`src/rtl/gamma_encoder.sv`:
```
// Gamma-cipher byte encryptor: ciphertext = plaintext + low byte of a 16-bit Galois LFSR,
// with a one-entry output register, valid/ready handshakes and an IDLE/RUN/DRAIN controller.
module gamma_encoder #(
  parameter logic [15:0] POLY      = 16'hB400,
  parameter logic [15:0] ZERO_SEED = 16'hACE1
) (
  input  logic        clk,
  input  logic        rst_n,
  input  logic        start,
  input  logic        stop,
  input  logic [15:0] seed,
  input  logic        in_valid,
  output logic        in_ready,
  input  logic [7:0]  in_data,
  output logic        out_valid,
  input  logic        out_ready,
  output logic [7:0]  out_data,
  output logic        busy,
  output logic [15:0] byte_cnt
);

  typedef enum logic [1:0] {IDLE, RUN, DRAIN} state_t;

  state_t      state_reg;
  logic [15:0] lfsr_reg;
  logic [15:0] lfsr_next;
  logic [15:0] byte_cnt_reg;
  logic [7:0]  out_data_reg;
  logic        out_valid_reg;
  logic [15:0] seed_sel;
  logic        accept;

  // Eight right-shift Galois steps per byte, unrolled into one cycle.
  function automatic logic [15:0] lfsr_adv8(input logic [15:0] s_in);
    logic [15:0] s;
    s = s_in;
    for (int i = 0; i < 8; i++) begin
      s = s[0] ? ((s >> 1) ^ POLY) : (s >> 1);
    end
    return s;
  endfunction

  assign lfsr_next = lfsr_adv8(lfsr_reg);
  assign seed_sel  = (seed == 16'h0000) ? ZERO_SEED : seed;
  assign in_ready  = (state_reg == RUN) & ~start & ~stop & (~out_valid_reg | out_ready);
  assign accept    = in_valid & in_ready;

  assign out_valid = out_valid_reg;
  assign out_data  = out_data_reg;
  assign byte_cnt  = byte_cnt_reg;
  assign busy      = (state_reg != IDLE);

  always_ff @(posedge clk or negedge rst_n) begin
    if (!rst_n) begin
      state_reg     <= IDLE;
      lfsr_reg      <= ZERO_SEED;
      out_valid_reg <= 1'b0;
      out_data_reg  <= 8'h00;
      byte_cnt_reg  <= 16'h0000;
    end else begin
      case (state_reg)
        IDLE: begin
          if (start) begin
            state_reg    <= RUN;
            lfsr_reg     <= seed_sel;
            byte_cnt_reg <= 16'h0000;
          end
        end
        RUN: begin
          if (start) begin
            // Reseed drops whatever is still waiting in the output register.
            lfsr_reg      <= seed_sel;
            byte_cnt_reg  <= 16'h0000;
            out_valid_reg <= 1'b0;
          end else if (stop) begin
            if (out_valid_reg & ~out_ready) begin
              state_reg <= DRAIN;
            end else begin
              state_reg     <= IDLE;
              out_valid_reg <= 1'b0;
            end
          end else if (accept) begin
            out_data_reg  <= in_data + lfsr_reg[7:0];
            out_valid_reg <= 1'b1;
            lfsr_reg      <= lfsr_next;
            byte_cnt_reg  <= byte_cnt_reg + 16'h0001;
          end else if (out_ready) begin
            out_valid_reg <= 1'b0;
          end
        end
        DRAIN: begin
          if (out_valid_reg & out_ready) begin
            state_reg     <= IDLE;
            out_valid_reg <= 1'b0;
          end
        end
        default: begin
          state_reg     <= IDLE;
          out_valid_reg <= 1'b0;
        end
      endcase
    end
  end

endmodule

```
`config.mk`:
```
export PLATFORM = sky130hd
export DESIGN_NAME = gamma_encoder
export DESIGN_NICKNAME = d
export VERILOG_FILES = /design/src/rtl/gamma_encoder.sv
export SDC_FILE = /design/constraint.sdc
export NUM_CORES = 1
export LEC_CHECK = 0
export ABC_AREA = 1
export CORE_MARGIN = 4
export CORE_UTILIZATION = 49
export CTS_BUF_LIST = sky130_fd_sc_hd__clkbuf_4 sky130_fd_sc_hd__clkbuf_8
export DETAILED_ROUTE_END_ITERATION = 8
export PLACE_DENSITY_LB_ADDON = 0.12
export SLEW_MARGIN = 20
export SYNTH_ARGS = -nofsm -noshare
export SYNTH_HDL_FRONTEND = slang
export SYNTH_SLANG_ARGS = --single-unit
```
`constraint.sdc`:
```
create_clock -name clk -period 1.5 [get_ports clk]
set_clock_uncertainty 0.05 [all_clocks]
set_input_delay 0.15 -clock clk [delete_from_list [all_inputs] [get_ports clk]]
set_output_delay 0.15 -clock clk [all_outputs]
set_load 0.05 [all_outputs]
```
==> flow_metrics.py <==
metrics = {
    "timing": {
        "fin_crit_sh_pct": 107,
        "maxSlewViolCount": 0,
        "clock.fmax_ghz": 0.624,
        "finalWorstSetupSlack_ps": -102,
        "hold_viol": 0,
        "worstMarginPinSlew_ps": 384,
        "fin_crit_ps": 1600,
        "worst_hold_slack_ps": 292,
        "slew_headroom_pct": 74.3,
        "rsz0062_at_grt": "true",
        "setup_viol": 23,
    },
    "run_status": {
        "outcome": "finished with violations",
        "failed_checks": "setup timing",
    },
    "placed_design": {
        "portBuffers": 56,
        "dp_slack_ps": -302,
        "dp_hpwl_um": 6410,
        "routabilityCongestion": 0.897,
    },
    "min_path": {
        "min-delay-path-class": "input port to asynchronous set/reset pin",
    },
    "synth": {
        "syn_area_mm2": 0.00291,
        "synth_warnings": 0,
        "synth-compound-area-share_pct": 10.7,
        "synthDistinctLibCells": 39,
        "synth_adder_area_share_pct": 4.13,
        "syn_avg_cell_area_um2": 7.28,
        "synth_xor_area_share_pct": 4.82,
        "seq_area_frac_synth_pct": 37.4,
        "synth_area_leaders": "dfrtp_1, nand2_1, nand3_1",
        "yosysTopAreaCell": "dfrtp_1",
        "synthSimpleGateAreaFrac_pct": 33.0,
        "synth_edf_count": 0,
        "synth-async-reset-ratio_pct": 100,
        "synth_top_flop_cell": "dfrtp_1",
        "netlist.area_leader.share_pct": 30.1,
        "syn_inst": 399,
        "synth-seq-cells": 43,
        "synthMuxAreaShare_pct": 0,
        "syn_nets": 438,
        "synth_top_family_by_area": "simple AND/OR/NAND/NOR gates",
    },
    "pwr": {
        "leakage_nw": 2.25,
        "p_per_area_mw_per_mm2": 1000,
        "power_mw": 4.81,
        "ir_worst_vdd_mv": 0.814,
    },
    "floorplanning": {
        "ios": 57,
        "rows": 27,
        "initial_core_util_pct": 51.5,
        "core_mm2": 0.00564,
        "die_h_um": 85.0,
        "die_area_mm2": 0.00723,
        "die_w_um": 85.0,
    },
    "setup_path": {
        "rr_startpoint": "state_reg[1]$_DFFE_PN0P_",
        "timing.rr.end": "byte_cnt[2]$_DFFE_PN0P_",
        "critPathLaunchType": "flip-flop",
        "crit_arrival_ps": 1740,
        "worstPathMaxFanout": 7,
        "rrSetupSlack_ps": -100,
        "cp-end-kind": "flip-flop",
        "rr_worst_depth": 9,
        "critPathMaxStageDelay_ps": 420,
        "critPathKind": "flip-flop to flip-flop",
        "slowest_stage": "dfrtp_1",
        "crit_required_ps": 1640,
        "path_cells": "inv_2 > nand2_4 > inv_6 > nand4_4 > nand2_2 > nand2_8 > buf_4 > o21ai_0 > a21oi_1",
    },
    "routing": {
        "vias": 3544,
        "postRouteAntennaNets": 0,
        "wl_um": 11100,
        "viasPerCell": 5.80,
        "drt_iter0_markers": 401,
        "drcViolationCount": 0,
        "wl_per_cell_um": 18.2,
        "dr.pass1.iters": 5,
    },
    "grt": {
        "grt_max_degree": 44,
        "overflow": 0,
        "grt_pass1_vias": 3242,
        "grt_pass1_wl_um": 15300,
        "antenna_found_initial": 0,
        "gr-usage-all-layers_pct": 26.0,
    },
    "cts": {
        "cts_tree": "done",
        "htree_levels": 2,
        "cts_sinks": 43,
        "clk_pin_slew_ps": 90,
        "clock_latency_ps": 300,
        "numCtsBuffers": 5,
        "root_buffer": "clkbuf_8",
        "clockBufferDepth": 2,
    },
    "run": {
        "maxCapViolCount": 0,
    },
    "layout": {
        "ff_latch_area_mm2": 0.00110,
        "diodes": 0,
        "areaGrowthSynthToFinish_pct": 65.0,
        "drive_gt1_share_pct": 38.8,
        "multi_input_area_mm2": 0.00183,
        "fin_nets": 577,
        "nFillCells": 282,
    },
}
-- final cells by class --
type	count	share of cell area (%)
Clock buffer	7	1.88
Tap cell	72	1.88
Timing Repair inverter	2	0.365
Clock inverter	1	0.104
Sequential cell	43	23.0
Multi-Input combinational cell	293	38.2
Timing Repair Buffer	141	30.1
Inverter	52	4.49
-- worst max-delay path, delay by kind of cell, from the launching register on --
family | cells | cell delay, ps
AO/OA/AOI/OAI | 2 | 250
buffers and inverters | 3 | 350
flip-flops | 1 | 420
AND/OR/NAND/NOR | 4 | 430
-- routing by layer --
metal  wire length [µm]  vias up  GRT usage (%)
met5                  0        -              0
met4                557        0           10.1
met3                958       78           4.47
met2               5290      234           43.9
met1               4340     1657           33.0
li1                   -     1575              -
-- cell families after synthesis --
| kind of cell | after synthesis |
|---|---|
| flip-flops | 43 |
| buffers and inverters | 63 |
| XOR/XNOR | 16 |
| adder cells (fa/ha/maj) | 9 |
| AND/OR/NAND/NOR | 217 |
| AO/OA/AOI/OAI | 51 |
-- worst max-delay path by stage --
stage	slack, ps	cells past startpoint	from	to
final	-100	9	state_reg[1]$_DFFE_PN0P_	byte_cnt[2]$_DFFE_PN0P_
after global routing	-200	7	state_reg[0]$_DFFE_PN0P_	byte_cnt[2]$_DFFE_PN0P_
after CTS	-80	6	state_reg[1]$_DFFE_PN0P_	in_ready
after detailed placement	-300	9	start	byte_cnt[9]$_DFFE_PN0P_
after global placement	-230	9	start	byte_cnt[9]$_DFFE_PN0P_
after floorplan	-60	7	state_reg[1]$_DFFE_PN0P_	in_ready
-- layout by cell type (no fill, tap or decap), types with 4 or more instances in the layout --
master           netlist  final
nor2_4                 0      5
nand3_2                1      7
dfstp_2                8      8
clkdlybuf4s50_1        0     27
xor2_1                 5      5
o21ai_1                3     13
nor2_2                 3      5
xnor2_1               11      8
nand2_1              107     96
dfrtp_1               35     22
nand4_1                8      8
ha_4                   0      6
a21oi_2                1      4
inv_1                 47     43
inv_2                  4      6
buf_12                 0     22
o21ai_0               22     10
a21oi_1                9      5
buf_4                  1     82
dfrtp_2                0     13
nor2_1                39     32
nand2_2                2     10
buf_6                  6      6
o211ai_1               7      7
nand3_1               46     39
clkbuf_8               0      6
-- synthesized netlist by cell type, types with 4 or more instances --
library cell,instances
a21oi_1,9
buf_6,6
dfrtp_1,35
dfstp_2,8
ha_1,8
inv_1,47
inv_2,4
nand2_1,107
nand3_1,46
nand4_1,8
nor2_1,39
o211ai_1,7
o21ai_0,22
xnor2_1,11
xor2_1,5
-- power breakdown --
part	internal [mW]	switching, mW	leakage (nW)
Combinational	1.03	1.36	1.68
Clock	0.391	0.424	0.0517
Sequential	1.40	0.202	0.516
Total	2.82	1.98	2.25
-- repair_timing --
| item | CTS | global route |
|---|---|---|
| buffers inserted | 5 | 11 |
| endpoints found under the hold margin | 35 | 0 |
| hold buffers | 1 | 0 |
| gates resized for setup | 21 | 62 |
| gates cloned | 0 | 3 |
| pin swaps | 6 | 26 |
| setup endpoints to repair | 20 | 39 |
-- metrics by stage --
stage / cell area [µm²] / setup TNS [ps] / utilization [%] / instances
2_1_floorplan: 2980 / -89.1 / - / 399
3_3_place_gp: 4220 / -6100 / 74.9 / 584
3_5_place_dp: 4220 / -8270 / 74.9 / 584
4_1_cts: 4440 / -99.3 / 78.7 / 598
5_1_grt: 4800 / -3900 / 85.0 / 611
6_report: 4800 / -1230 / 85.0 / 611
Power figures use the tool's default switching activity.
